[src/rtl/jsv_sdram_arbiter.sv]
// Multi-channel burst arbiter in front of a single-beat SDRAM bridge.
// Winner is latched in IDLE, each beat is strobed in BEAT, and NEXT advances address and data.
module jsv_sdram_arbiter #(
  parameter int NUM_CH    = 2,
  parameter int ADDR_W    = 23,
  parameter int DATA_W    = 16,
  parameter int LEN_W     = 4,
  parameter int PRIO_MODE = 0,
  parameter int TIMEOUT   = 255
) (
  input  logic                       clk_clk,
  input  logic                       reset_reset_n,
  input  logic [NUM_CH-1:0]          cli_req,
  input  logic [NUM_CH-1:0]          cli_we,
  input  logic [NUM_CH*ADDR_W-1:0]   cli_addr,
  input  logic [NUM_CH*DATA_W/8-1:0] cli_be,
  input  logic [NUM_CH*LEN_W-1:0]    cli_len,
  input  logic [NUM_CH*DATA_W-1:0]   cli_wdata,
  output logic [NUM_CH-1:0]          cli_grant,
  output logic [NUM_CH-1:0]          cli_ack,
  output logic [NUM_CH-1:0]          cli_err,
  output logic [DATA_W-1:0]          cli_rdata,
  output logic [ADDR_W-1:0]          bridge_address,
  output logic [DATA_W/8-1:0]        bridge_byte_enable,
  output logic                       bridge_read,
  output logic                       bridge_write,
  output logic [DATA_W-1:0]          bridge_write_data,
  input  logic                       bridge_acknowledge,
  input  logic [DATA_W-1:0]          bridge_read_data
);
  localparam int BE_W = DATA_W / 8;
  localparam int CH_W = $clog2(NUM_CH);
  localparam int TW   = $clog2(TIMEOUT + 1);

  typedef enum logic [1:0] {IDLE, BEAT, NEXT} state_t;
  state_t state, state_nx;

  logic [CH_W-1:0]   last, owner, win, sel;
  logic              found;
  logic              we_q;
  logic [LEN_W-1:0]  len_q, beat_cnt;
  logic [TW-1:0]     wait_cnt;
  logic              sel_we;
  logic [ADDR_W-1:0] sel_addr;
  logic [BE_W-1:0]   sel_be;
  logic [LEN_W-1:0]  sel_len;
  logic [DATA_W-1:0] sel_wdata;
  logic              start, acked, timeout;

  // Round-robin: first requester above the last grant, else wrap to the lowest index.
  always_comb begin
    win   = '0;
    found = 1'b0;
    if (PRIO_MODE == 0) begin
      for (int j = 0; j < NUM_CH; j++)
        if (!found && cli_req[j] && CH_W'(j) > last) begin
          win   = CH_W'(j);
          found = 1'b1;
        end
    end
    for (int j = 0; j < NUM_CH; j++)
      if (!found && cli_req[j]) begin
        win   = CH_W'(j);
        found = 1'b1;
      end
  end

  always_comb begin
    sel       = (state == IDLE) ? win : owner;
    sel_we    = 1'b0;
    sel_addr  = '0;
    sel_be    = '0;
    sel_len   = '0;
    sel_wdata = '0;
    for (int j = 0; j < NUM_CH; j++)
      if (sel == CH_W'(j)) begin
        sel_we    = cli_we[j];
        sel_addr  = cli_addr[j*ADDR_W +: ADDR_W];
        sel_be    = cli_be[j*BE_W +: BE_W];
        sel_len   = cli_len[j*LEN_W +: LEN_W];
        sel_wdata = cli_wdata[j*DATA_W +: DATA_W];
      end
  end

  always_ff @(posedge clk_clk or negedge reset_reset_n)
    if (!reset_reset_n) state <= IDLE;
    else                state <= state_nx;

  always_comb begin
    state_nx = state;
    start    = 1'b0;
    acked    = 1'b0;
    timeout  = 1'b0;
    case (state)
      IDLE: if (|cli_req) begin
        start    = 1'b1;
        state_nx = BEAT;
      end
      BEAT: if (bridge_acknowledge) begin
        acked    = 1'b1;
        state_nx = (beat_cnt == len_q) ? IDLE : NEXT;
      end else if (wait_cnt == TW'(TIMEOUT - 1)) begin
        timeout  = 1'b1;
        state_nx = IDLE;
      end
      NEXT:    state_nx = BEAT;
      default: state_nx = IDLE;
    endcase
  end

  always_ff @(posedge clk_clk or negedge reset_reset_n) begin
    if (!reset_reset_n) begin
      last               <= CH_W'(NUM_CH - 1);
      owner              <= '0;
      we_q               <= 1'b0;
      len_q              <= '0;
      beat_cnt           <= '0;
      wait_cnt           <= '0;
      cli_grant          <= '0;
      cli_ack            <= '0;
      cli_err            <= '0;
      cli_rdata          <= '0;
      bridge_address     <= '0;
      bridge_byte_enable <= '0;
      bridge_read        <= 1'b0;
      bridge_write       <= 1'b0;
      bridge_write_data  <= '0;
    end else begin
      cli_grant <= '0;
      cli_ack   <= '0;
      cli_err   <= '0;
      if (start) begin
        owner              <= win;
        last               <= win;
        cli_grant          <= NUM_CH'(1) << win;
        we_q               <= sel_we;
        len_q              <= sel_len;
        beat_cnt           <= '0;
        wait_cnt           <= '0;
        bridge_address     <= sel_addr;
        bridge_byte_enable <= sel_be;
        bridge_write_data  <= sel_wdata;
        bridge_read        <= !sel_we;
        bridge_write       <= sel_we;
      end
      if (state == BEAT && !acked && !timeout)
        wait_cnt <= wait_cnt + TW'(1);
      if (acked || timeout) begin
        bridge_read  <= 1'b0;
        bridge_write <= 1'b0;
      end
      if (acked) begin
        cli_ack   <= NUM_CH'(1) << owner;
        cli_rdata <= bridge_read_data;
      end
      if (timeout)
        cli_err <= NUM_CH'(1) << owner;
      if (state == NEXT) begin
        bridge_address    <= bridge_address + ADDR_W'(1);
        beat_cnt          <= beat_cnt + LEN_W'(1);
        bridge_write_data <= sel_wdata;
        wait_cnt          <= '0;
        bridge_read       <= !we_q;
        bridge_write      <= we_q;
      end
    end
  end
endmodule

[config.mk]
export PLATFORM = sky130hd
export DESIGN_NAME = jsv_sdram_arbiter
export DESIGN_NICKNAME = d
export VERILOG_FILES = /design/src/rtl/jsv_sdram_arbiter.sv
export SDC_FILE = /design/constraint.sdc
export NUM_CORES = 1
export LEC_CHECK = 0
export CORE_ASPECT_RATIO = 0.5
export CORE_MARGIN = 5
export CORE_UTILIZATION = 44
export CTS_BUF_LIST = sky130_fd_sc_hd__clkbuf_8
export DETAILED_ROUTE_END_ITERATION = 7
export PLACE_DENSITY = 0.92
export SLEW_MARGIN = 10
export SYNTH_ARGS = -nofsm -noshare
export SYNTH_HDL_FRONTEND = slang
export SYNTH_SLANG_ARGS = --single-unit
[constraint.sdc]
create_clock -name clk_clk -period 2.7 [get_ports clk_clk]
set_clock_uncertainty 0.05 [all_clocks]
set_input_delay 0.405 -clock clk_clk [delete_from_list [all_inputs] [get_ports clk_clk]]
set_output_delay 0.405 -clock clk_clk [all_outputs]
set_load 0.005 [all_outputs]
# Word level (Yosys, flattened, before mapping)
# Cells that the tools add are included.
# Widths: inputs -> output; s select.
dict set report word_totals {
  ramBits 0
  reg_bits 86
  inputBits 113
  wordCells 92
  romBits 0
  latchBits 0
  out_inout_bits 65
  mem_count 0
}
dict set report op_classes {
  multipliers 0
  bitwise 0
  eq_ne 6
  muxes 42
  n_reduce_logical 21
  magnitude_cmp 2
  shift 2
  n_div 0
  add_sub_neg 3
}
# operator count
set op_table {}
lappend op_table {{$mux 23} 3}
lappend op_table {{$mux 16} 3}
lappend op_table {{$mux 8} 3}
lappend op_table {{$add 23x1->23 const B} 1}
lappend op_table {{$mux 1} 21}
lappend op_table {{$mux 2} 8}
lappend op_table {{$mux 4} 3}
lappend op_table {{$add 8x1->8 const B} 1}
lappend op_table {{$eq 8x8->1 const B} 1}
lappend op_table {{$logic_and 1x1->1} 7}
lappend op_table {{$logic_not 1->1} 7}
lappend op_table {{$pmux 2 s3} 1}
lappend op_table {{$reduce_bool 3->1} 2}
lappend op_table {{$add 4x1->4 const B} 1}
lappend op_table {{$eq 4x4->1} 1}
lappend op_table {{$shl 1x1->2 const A} 2}
lappend op_table {{$ne 3x3->1 const B} 1}
lappend op_table {{$eq 2x1->1 const B} 1}
lappend op_table {{$eq 2x2->1 const B} 1}
lappend op_table {{$gt 1x1->1 const A} 2}
lappend op_table {{$logic_not 2->1} 1}
lappend op_table {{$ne 2x1->1 const B} 1}
lappend op_table {{$reduce_and 2->1} 1}
lappend op_table {{$reduce_bool 2->1} 1}
lappend op_table {{other kinds (2)} 2}

# Longest topological paths before layout
dict set report depth {
  depth_word 19
  mapped_depth 7
  mapped_depth_nobuf 7
}

# Least setup slack after synthesis
# Ideal clock, no wire load.
dict set report synth_path {
  path_kind {register to register}
  startpoint {reg state[1]}
  endpoint {reg bridge_address[9]}
  period_less_slack_ns 1.920
  n_path_buf 1
  path_stages_with_launch 7
  t_required_ns 2.502
  path_slack_ns 0.780
  t_arrival_ns 1.722
  setup_time_ns 0.148
  cell_sequence {dfrtp_1 -> nor2_1 -> mux2i_2 -> buf_4 -> mux2_2 -> nand2_1 -> o311ai_0}
}
dict set report synth_via {
  elab_chain_len 5
  elab_cells_between_ends 8
  cone_classes {1 x eq/ne; 5 x mux; 2 x reduce/logical}
}
# element line_no
set synth_lines {}
lappend synth_lines {{from (decl)} 36} ;# state_t state, state_nx;
lappend synth_lines {{from (signal assigned)} 87} ;# else state <= state_nx;
lappend synth_lines {{$logic_not 2->1} {69, 94}}
lappend synth_lines {{$mux 1} 69} ;# sel = (state == IDLE) ? win : owner;
lappend synth_lines {{$mux 23} 76} ;# if (sel == CH_W'(j)) begin
lappend synth_lines {{$mux 23} 132} ;# if (start) begin
lappend synth_lines {{$mux 23} 158} ;# if (state == NEXT) begin
lappend synth_lines {{to (signal assigned)} 140} ;# bridge_address <= sel_addr;
lappend synth_lines {{to (signal assigned)} 159} ;# bridge_address <= bridge_address + ADDR_W'(1);
lappend synth_lines {{to (decl)} 23} ;# output logic [ADDR_W-1:0] bridge_address,
# Several ways; a longest one is shown, not always the timed one. The select of a mux whose other input is x is not followed.
# A chain may end at the register's enable or synchronous reset.

# Worst setup path after layout
# Same ends and word-level chain as after synthesis.

==> run_results.csv <==
group,metric,value,unit
worst_setup_path,worst-path-max-fanout,25,
global_routing,antenna_found_initial,0,
global_routing,grt_max_degree,69,
yosys,synth_nets,519,
yosys,synth_top_area_cell,"dfrtp_1",
layout,multi_input_area,2030,um2
yosys,synth_xor_area_share,1.43,%
layout,fin_util,68.3,%
clocking,cts_inserted_buffers,9,
clocking,cts_root_buf,"clkbuf_8",
floorplanning,num_rows,25,
sta,hold-worst-slack,0.422,ns
yosys,synth_ff_type,"dfrtp_1",
clocking,htree_levels,3,
floorplanning,design.die.area,11900,um2
sta,period_share,80.3,%
worst_hold_path,hp-class,"in2async",
sta,setup_viol,0,
yosys,synth_fa_ha_area_share,1.17,%
route,vias,3906,
yosys,synth_top_family_by_area,"simple AND/OR/NAND/NOR gates",
yosys,syn_area,4280,um2
layout,nFillCells,685,
global_routing,grt_pass1_vias,3951,
sta,fmax,462,MHz
power_and_ir_drop,power_density,1030,nW/um2
placement,portBuffers,177,
yosys,netlist.area_leader.share,49.7,%
yosys,yosys-top-cells-area,"dfrtp_1 50%, mux2i_1 9.1%, mux2_2 4.7%",
global_routing,grt_pass1_wl,19300,um
clocking,cts_max_path_buffers,2,
yosys,yosysWarningCount,0,
sta,slew_headroom,48.7,%
yosys,synth_edf_count,0,
status,status,"complete, no violations",
yosys,yosysUniqueCellTypes,52,
clocking,clock_latency,0.36,ns
route,drt-total-wl,12200,um
floorplanning,die_y,79.8,um
worst_setup_path,cp.arrival,2.33,ns
sta,tightest_slew,0.768,ns
clocking,path_clk_slew,0.09,ns
worst_setup_path,r2r_slack,0.53,ns
yosys,ys_seq_elements,86,
yosys,synth_cells,402,
yosys,ys_seq_area_share,50.3,%
worst_setup_path,r2r_start,"state[1]",
power_and_ir_drop,power_leakage,2.69,nW
worst_setup_path,cp-startpoint,"state[1]",
yosys,synth_compound_area_share,14.7,%
layout,final_cell_mix,"176 x clkdlybuf4s50_1, 85 x dfrtp_1, 44 x nand2_1, 39 x mux2i_1, 36 x o21ai_0",
worst_setup_path,endpoint,"bridge_address[9]",
job,drv_cap,0,
yosys,avgSynthCellArea,10.7,um2
global_routing,grt_overflow,0,
sta,rsz0062_at_grt,"no",
power_and_ir_drop,ir_drop,0.506,mV
yosys,synthSimpleGateAreaFrac,15.5,%
floorplanning,die_w,150,um
global_routing,gr-usage-all-layers,20.3,%
placement,dpl.hpwl,9090,um
yosys,synthArstFlopShare,100,%
worst_setup_path,worstSetupEndpointType,"flip-flop",
floorplanning,ios,178,
layout,final_common_cell,"clkdlybuf4s50_1",
sta,setup_tns,0,ns
route,drtAntennaViolNets,0,
layout,register_area,2150,um2
clocking,cts_setup_buffers,0,
sta,finalHoldViolations,0,
sta,period_needed,2.17,ns
layout,drive_gt1_share,9.71,%
worst_setup_path,critPathRequiredTime,2.86,ns
route,drc,0,
layout,nets,699,
floorplanning,initial_utilization,45.2,%
clocking,cts_tree,"yes",
yosys,muxShareOfSynthArea,14.2,%
sta,slew_viol_final,0,
worst_setup_path,reg2reg_depth,6,
placement,routabilityCongestion,0.879,
worst_setup_path,path_class,"reg2reg",
layout,area_delta_synth_final,51.2,%
worst_setup_path,critPathLaunchType,"flip-flop",
route,wire_per_inst,16.8,um
route,drtIter0Drc,239,
clocking,cts_sinks,86,
floorplanning,design.core.area,9480,um2
route,post_drt_via_cell_ratio,5.41,
worst_setup_path,reg2reg_to,"bridge_address[9]",
power_and_ir_drop,p_total,6.70,mW
route,drt_first_pass_iters,4,
layout,num_antenna_cells,0,
layer usage:
| metal | vias up | part of all wire (%) | track usage [%] |
|---|---|---|---|
| li1 | 1852 | - | - |
| met1 | 1898 | 39 | 24.2 |
| met2 | 129 | 51 | 35.7 |
| met3 | 27 | 6.9 | 5.50 |
| met4 | 0 | 2.6 | 6.94 |
| met5 | - | 0 | 0 |
stage by stage:
step	area (um2)	setup WS, ns	instances
after floorplan	4280	0.780	402
after global placement	6250	0.436	705
after detailed placement	6250	0.384	705
after CTS	6470	0.521	722
after global routing	6470	0.400	722
final	6470	0.533	722
worst max-delay path, stage by stage (launching register included):
cell and delay [ns]:
dfrtp_1 0.48, nor2_1 0.33, mux2i_4 0.36, buf_12 0.24, mux2_2 0.36, nand2_1 0.06, o311ai_0 0.13
cells in the mapped netlist, types with 3 or more instances:
master,instances
dfrtp_1,85
nand2_1,44
mux2i_1,39
o21ai_0,36
nor2_1,23
mux2_2,18
a211oi_1,16
clkbuf_1,12
nand3_1,12
nand4_1,9
a21oi_1,7
a311oi_1,7
and3_1,7
nor2b_1,7
xnor2_1,7
nor3_1,6
inv_1,5
o211ai_1,5
a221oi_1,4
and2_1,4
buf_4,4
ha_1,4
nor4_1,3
final cells by class:
cell class,instances,share of cell area [%]
clock inverters,5,1.00
well taps,135,2.61
multi-input cells,292,31.3
inverters,5,0.290
repair buffers,188,29.2
clock buffers,11,2.34
flip-flops and latches,86,33.3
where the power goes:
part / total (mW) / switching, mW / internal, mW
sequential: 2.36 / 0.512 / 1.85
clock: 0.964 / 0.476 / 0.488
combinational: 3.37 / 1.50 / 1.87
registers in the layout, summed over array words and instances, names as in the netlist:
signal              flops
bridge_address         23
bridge_write_data      16
cli_rdata              16
wait_cnt                8
beat_cnt                4
len_q                   4
bridge_byte_enable      2
cli_ack                 2
cli_err                 2
cli_grant               2
state                   2
bridge_read             1
bridge_write            1
last                    1
owner                   1
we_q                    1
worst min path at each step:
stage,from,endpoint,slack [ns],cells after the start
3_3_place_gp,reset_reset_n,cli_rdata[3],0.25,1
4_1_cts,reset_reset_n,cli_rdata[3],0.42,2
2_1_floorplan,reset_reset_n,beat_cnt[0],0.06,0
6_report,reset_reset_n,wait_cnt[7],0.42,2
3_5_place_dp,reset_reset_n,wait_cnt[5],0.25,1
5_1_grt,reset_reset_n,cli_rdata[3],0.42,2
kinds of logic (layout without fill, tap and decap cells):
family,Yosys count,after routing
AND/OR/NAND/NOR,127,127
AO/OA/AOI/OAI,96,96
flip-flops,86,86
multiplexers,58,58
buffers and inverters,24,209
XOR/XNOR,7,7
adder cells (fa/ha/maj),4,4
what timing repair did:
| action | CTS | global route |
|---|---|---|
| endpoints found under the hold margin | 18 | 0 |
| gates resized for setup | 0 | 0 |
| hold buffers | 1 | 0 |
(Power assumes the default switching activity.)
